$ cat src/rtl/shared_pkg.sv
// Shared types and default sizing for the FIFO write-side blocks.
package shared_pkg;

   typedef enum logic {ARB_IDLE, ARB_BURST} arb_state_e;

   localparam int DEF_NUM_REQ    = 4;
   localparam int DEF_FIFO_WIDTH = 16;
   localparam int DEF_MAX_BURST  = 4;

endpackage

$ cat src/rtl/fifo_rr_pick.sv
// Combinational round-robin selector: first asserted req searching upward
// from ptr+1, wrapping modulo NUM_REQ.
module fifo_rr_pick #(
   parameter int NUM_REQ = 4,
   parameter int ID_W    = $clog2(NUM_REQ)
) (
   input  logic [NUM_REQ-1:0] req,
   input  logic [ID_W-1:0]    ptr,
   output logic               valid,
   output logic [ID_W-1:0]    winner_id
);

   logic [2*NUM_REQ-1:0] rot;
   logic [ID_W:0]        off;
   logic [ID_W:0]        sum;

   // Rotating the doubled vector puts candidate ptr+1 at bit 0.
   assign rot = {req, req} >> ({1'b0, ptr} + (ID_W+1)'(1));

   always_comb begin
      off = '0;
      for (int j = NUM_REQ-1; j >= 0; j--) begin
         if (rot[j]) off = (ID_W+1)'(j);
      end
      sum = {1'b0, ptr} + (ID_W+1)'(1) + off;
      if (sum >= (ID_W+1)'(NUM_REQ)) sum = sum - (ID_W+1)'(NUM_REQ);
   end

   assign valid     = |req;
   assign winner_id = sum[ID_W-1:0];

endmodule

$ cat src/rtl/fifo_wr_arbiter.sv
// Round-robin burst arbiter sharing one FIFO write port among NUM_REQ producers;
// honours fifo_full combinationally so no write is issued while full.
module fifo_wr_arbiter
   import shared_pkg::*;
#(
   parameter int NUM_REQ    = DEF_NUM_REQ,
   parameter int FIFO_WIDTH = DEF_FIFO_WIDTH,
   parameter int MAX_BURST  = DEF_MAX_BURST,
   localparam int ID_W      = $clog2(NUM_REQ),
   localparam int CNT_W     = $clog2(MAX_BURST)
) (
   input  logic                          clk,
   input  logic                          rst,
   input  logic [NUM_REQ-1:0]            req,
   input  logic [NUM_REQ*FIFO_WIDTH-1:0] req_data,
   input  logic                          fifo_full,
   output logic [NUM_REQ-1:0]            gnt,
   output logic                          fifo_wr_en,
   output logic [FIFO_WIDTH-1:0]         fifo_data_in,
   output logic                          busy,
   output logic [ID_W-1:0]               owner_id,
   output logic [CNT_W-1:0]              burst_cnt
);

   arb_state_e                            state;
   logic [ID_W-1:0]                       ptr;
   logic                                  pick_valid;
   logic [ID_W-1:0]                       pick_id;
   logic [NUM_REQ-1:0][FIFO_WIDTH-1:0]    data_arr;

   fifo_rr_pick #(.NUM_REQ(NUM_REQ), .ID_W(ID_W)) u_pick (
      .req       (req),
      .ptr       (ptr),
      .valid     (pick_valid),
      .winner_id (pick_id)
   );

   assign data_arr     = req_data;
   assign fifo_data_in = data_arr[owner_id];
   assign busy         = (state == ARB_BURST);

   always_comb begin
      gnt = '0;
      if (state == ARB_BURST) gnt[owner_id] = req[owner_id] & ~fifo_full;
   end

   assign fifo_wr_en = |gnt;

   always_ff @(posedge clk) begin
      if (rst) begin
         state     <= ARB_IDLE;
         ptr       <= ID_W'(NUM_REQ-1);
         owner_id  <= '0;
         burst_cnt <= '0;
      end else begin
         case (state)
            ARB_IDLE: begin
               if (pick_valid) begin
                  state     <= ARB_BURST;
                  owner_id  <= pick_id;
                  burst_cnt <= '0;
               end
            end
            ARB_BURST: begin
               // Early release ends the burst without taking a beat.
               if (!req[owner_id]) begin
                  state     <= ARB_IDLE;
                  ptr       <= owner_id;
                  burst_cnt <= '0;
               end else if (!fifo_full) begin
                  if (burst_cnt == CNT_W'(MAX_BURST-1)) begin
                     state     <= ARB_IDLE;
                     ptr       <= owner_id;
                     burst_cnt <= '0;
                  end else begin
                     burst_cnt <= burst_cnt + CNT_W'(1);
                  end
               end
            end
            default: state <= ARB_IDLE;
         endcase
      end
   end

endmodule

$ cat config.mk
export PLATFORM = sky130hd
export DESIGN_NAME = fifo_wr_arbiter
export DESIGN_NICKNAME = d
export VERILOG_FILES = /design/src/rtl/shared_pkg.sv /design/src/rtl/fifo_rr_pick.sv /design/src/rtl/fifo_wr_arbiter.sv
export SDC_FILE = /design/constraint.sdc
export NUM_CORES = 1
export LEC_CHECK = 0
export ABC_AREA = 1
export CORE_MARGIN = 2
export CORE_UTILIZATION = 30
export CTS_BUF_LIST = sky130_fd_sc_hd__clkbuf_8
export DETAILED_ROUTE_END_ITERATION = 10
export PLACE_DENSITY = 0.79
export SYNTH_ARGS = -nofsm -noshare
export SYNTH_HDL_FRONTEND = slang
export SYNTH_HIERARCHICAL = 1
export SYNTH_SLANG_ARGS = --single-unit
$ cat constraint.sdc
create_clock -name clk -period 2 [get_ports clk]
set_clock_uncertainty 0.15 [all_clocks]
set_input_delay 0.4 -clock clk [delete_from_list [all_inputs] [get_ports clk]]
set_output_delay 0.4 -clock clk [all_outputs]
set_load 0.005 [all_outputs]
==> results.cfg <==
[yosys]
syn-instance-count = 177
async_flop_share_pct = 0
syn_area_um2 = 988
synth_top_area_share_pct = 31.4
synth-seq-cells = 7
synthDistinctLibCells = 22
syn_area_per_cell_um2 = 5.58
yosys_warnings = 6
yosysTopAreaCell = nand3_1
syn_nets = 250
synth_commonest_cells = nand3_1, nand2_1, a22oi_1
seq_area_frac_synth_pct = 14.2
synth-main-ff-cell = dfxtp_1
synth-edff-count = 0
yosysMostFrequentCell = nand3_1
synth_area_leaders = nand3_1, nand2_1, dfxtp_1

[sta]
setup_viol = 1
final_max_slew_viol_count = 0
slew_headroom_pct = 84.5
rsz0062_at_grt = true
max_freq_mhz = 499
hold_viol = 0
whs_ns = 0.330
setup_ws_ns = -0.00453
min_period_ns = 2.00
fin_crit_sh_pct = 100
tightest_slew_ns = 0.232

[die]
start_util_pct = 31.9
die-area_um2 = 3770
die-width_um = 61.4
ios = 97
rows = 20
fp.dieH_um = 61.4
core-area_um2 = 3100

[final_layout]
antenna_cells = 0
layout.cells.non_filler = 332
design_area_um2 = 2230
area_growth_pct = 125
fillers = 291
layout.nets = 362
drive_gt1_share_pct = 17.4
regArea_um2 = 149
multi_input_area_um2 = 796

[clock_network]
cts_hold_buf = 0
clk_latency_ns = 0.23
htree_levels = 1
cts_tree = yes
numClockSinks = 7
clock_path_buffers = 2
clockRootBuffer = clkbuf_8
clkTransAtPathRegs_ns = 0.04
cts_buffers = 3

[grt]
grt_pass1_vias = 1452
grt-ovfl-total = 0
grt_first_pass_wirelength_mm = 6.47
antenna_found_initial = 0
grt_start_max_net_pins = 19
track_usage_pct = 22.7

[worst_setup_path]
path_max_fanout = 5
startpoint_type = flop
worst-r2r-setup-slack_ns = 0.12
reg2reg_to = owner_id[1]$_SDFFE_PP0P_
r2r-start = ptr[0]$_SDFFE_PP1P_
required_ns = 1.45
path_class = flop to output port
critPathCaptureType = output port
rr_worst_depth = 15
arrival_ns = 1.45

[pwr]
peakVddDrop_mv = 0.469
switchingPower_mw = 0.648
power_density_nw_per_um2 = 701
p_clk_share_pct = 12.7
p_leak_nw = 1.02
switching_share_pct = 41.5
seqPwrFrac_pct = 14.0
comb_power_share_pct = 73.4
p_int_mw = 0.914

[worst_hold_path]
hold_depth = 2
hold_end = burst_cnt[1]$_SDFFE_PP0P_
hold_start = burst_cnt[1]$_SDFFE_PP0P_
holdCritPathClass = flop to flop

[placed_design]
place_area_um2 = 2080
hpwl_mm = 3.48
dp.cells = 322
place_congestion = 0.847
numPortBuffers = 96

[detailed_routing]
routedWlPerCell_um = 13.6
ant_nets = 0
dr.pass1.iters = 4
routed_wl_mm = 4.51
drtIter0Drc = 69
vias_per_cell = 4.90
drc = 0
num_vias = 1627

[status]
status = finished with violations
violations = negative setup slack

[flow_run]
cap_violations = 0
power groups by stage:
stage | combinational, mW | sequential, mW | clock (mW)
final | 1.15 | 0.218 | 0.198
after global routing | 1.26 | 0.221 | 0.218
after CTS | 1.12 | 0.216 | 0.204
after detailed placement | 1.11 | 0.204 | 0
after global placement | 1.10 | 0.203 | 0
after floorplan | 0.530 | 0.195 | 0
critical path, cell delays in order (launching register included):
cell,delay (ns)
dfxtp_4,0.38
buf_6,0.11
nand2_1,0.04
nand2_1,0.07
nand2_1,0.06
nand2_2,0.09
nand3_4,0.12
buf_6,0.14
nor3_2,0.08
buf_2,0.13
kinds of logic (layout without fill, tap and decap cells):
group	count (synthesis)	count (layout)	share of synthesized area, %
fa+ha+maj	2	2	2.53
compound gates	22	22	15.3
buf+inv	27	138	12.3
xor+xnor	1	1	0.886
flops	7	7	14.2
simple gates	118	118	54.8
registers in the layout, summed over array words and instances, names as in the netlist:
name and cells:
owner_id 2, busy 1, ptr 2, burst_cnt 2
per-layer routing:
metal | part of all wire (%) | vias up | global-route usage (%)
li1 | - | 841 | -
met1 | 41 | 706 | 26.5
met2 | 47 | 72 | 39.7
met3 | 10 | 8 | 6.09
met4 | 1.2 | 0 | 8.51
met5 | 0 | - | 0
cells in the final DEF (no fill, tap or decap), drive strengths merged:
master         instances
clkbuf                 3
dlygate4sd2           20
a21oi                  4
buf                   26
or4                    1
nor2                   6
nor3                   4
ha                     2
dfxtp                  7
nand2                 42
clkinv                 1
a22oi                 15
or2                    1
nand3                 62
clkdlybuf4s50         71
inv                   16
nand4                  2
xor2                   1
clkdlybuf4s15          1
o21ai                  3
area by class of cell:
| cell class | instances | share of cell area (%) |
|---|---|---|
| sequential | 7 | 6.68 |
| clock inverter | 1 | 0.168 |
| multi-input combinational | 143 | 35.7 |
| timing repair buffer | 118 | 50.3 |
| inverter | 16 | 2.81 |
| clock buffer | 3 | 1.85 |
| tap | 44 | 2.47 |
per-stage QoR:
stage / setup TNS, ns / util (%) / worst slack, ns / power, mW
2_1_floorplan: 0 / - / 0.205 / 0.725
3_3_place_gp: -5.35 / 66.9 / -0.560 / 1.31
3_5_place_dp: -5.70 / 66.9 / -0.610 / 1.32
4_1_cts: 0 / 70.8 / 0.00796 / 1.54
5_1_grt: -0.351 / 71.8 / -0.0859 / 1.70
6_report: -0.00453 / 71.8 / -0.00453 / 1.56
how the worst max path moves through the flow:
stage                             startpoint                       end  slack [ns]  cells past startpoint
floorplan                ptr[0]$_SDFFE_PP1P_  owner_id[1]$_SDFFE_PP0P_        0.21                     15
global placement                      req[3]                    gnt[0]       -0.56                      8
detailed placement                    req[3]                    gnt[1]       -0.61                      8
CTS                 owner_id[0]$_SDFFE_PP0P_                    gnt[0]       0.008                      8
global route        owner_id[0]$_SDFFE_PP0P_                    gnt[3]       -0.09                      9
finish              owner_id[0]$_SDFFE_PP0P_                    gnt[3]      -0.005                      9
timing repair:
action	in CTS	in global routing
buffers inserted	4	1
setup endpoints to repair	25	14
pin swaps	4	3
gates cloned	1	0
gates resized for setup	59	10
hold endpoints to repair	0	0
Note: power is estimated with default switching activity, not from simulation.
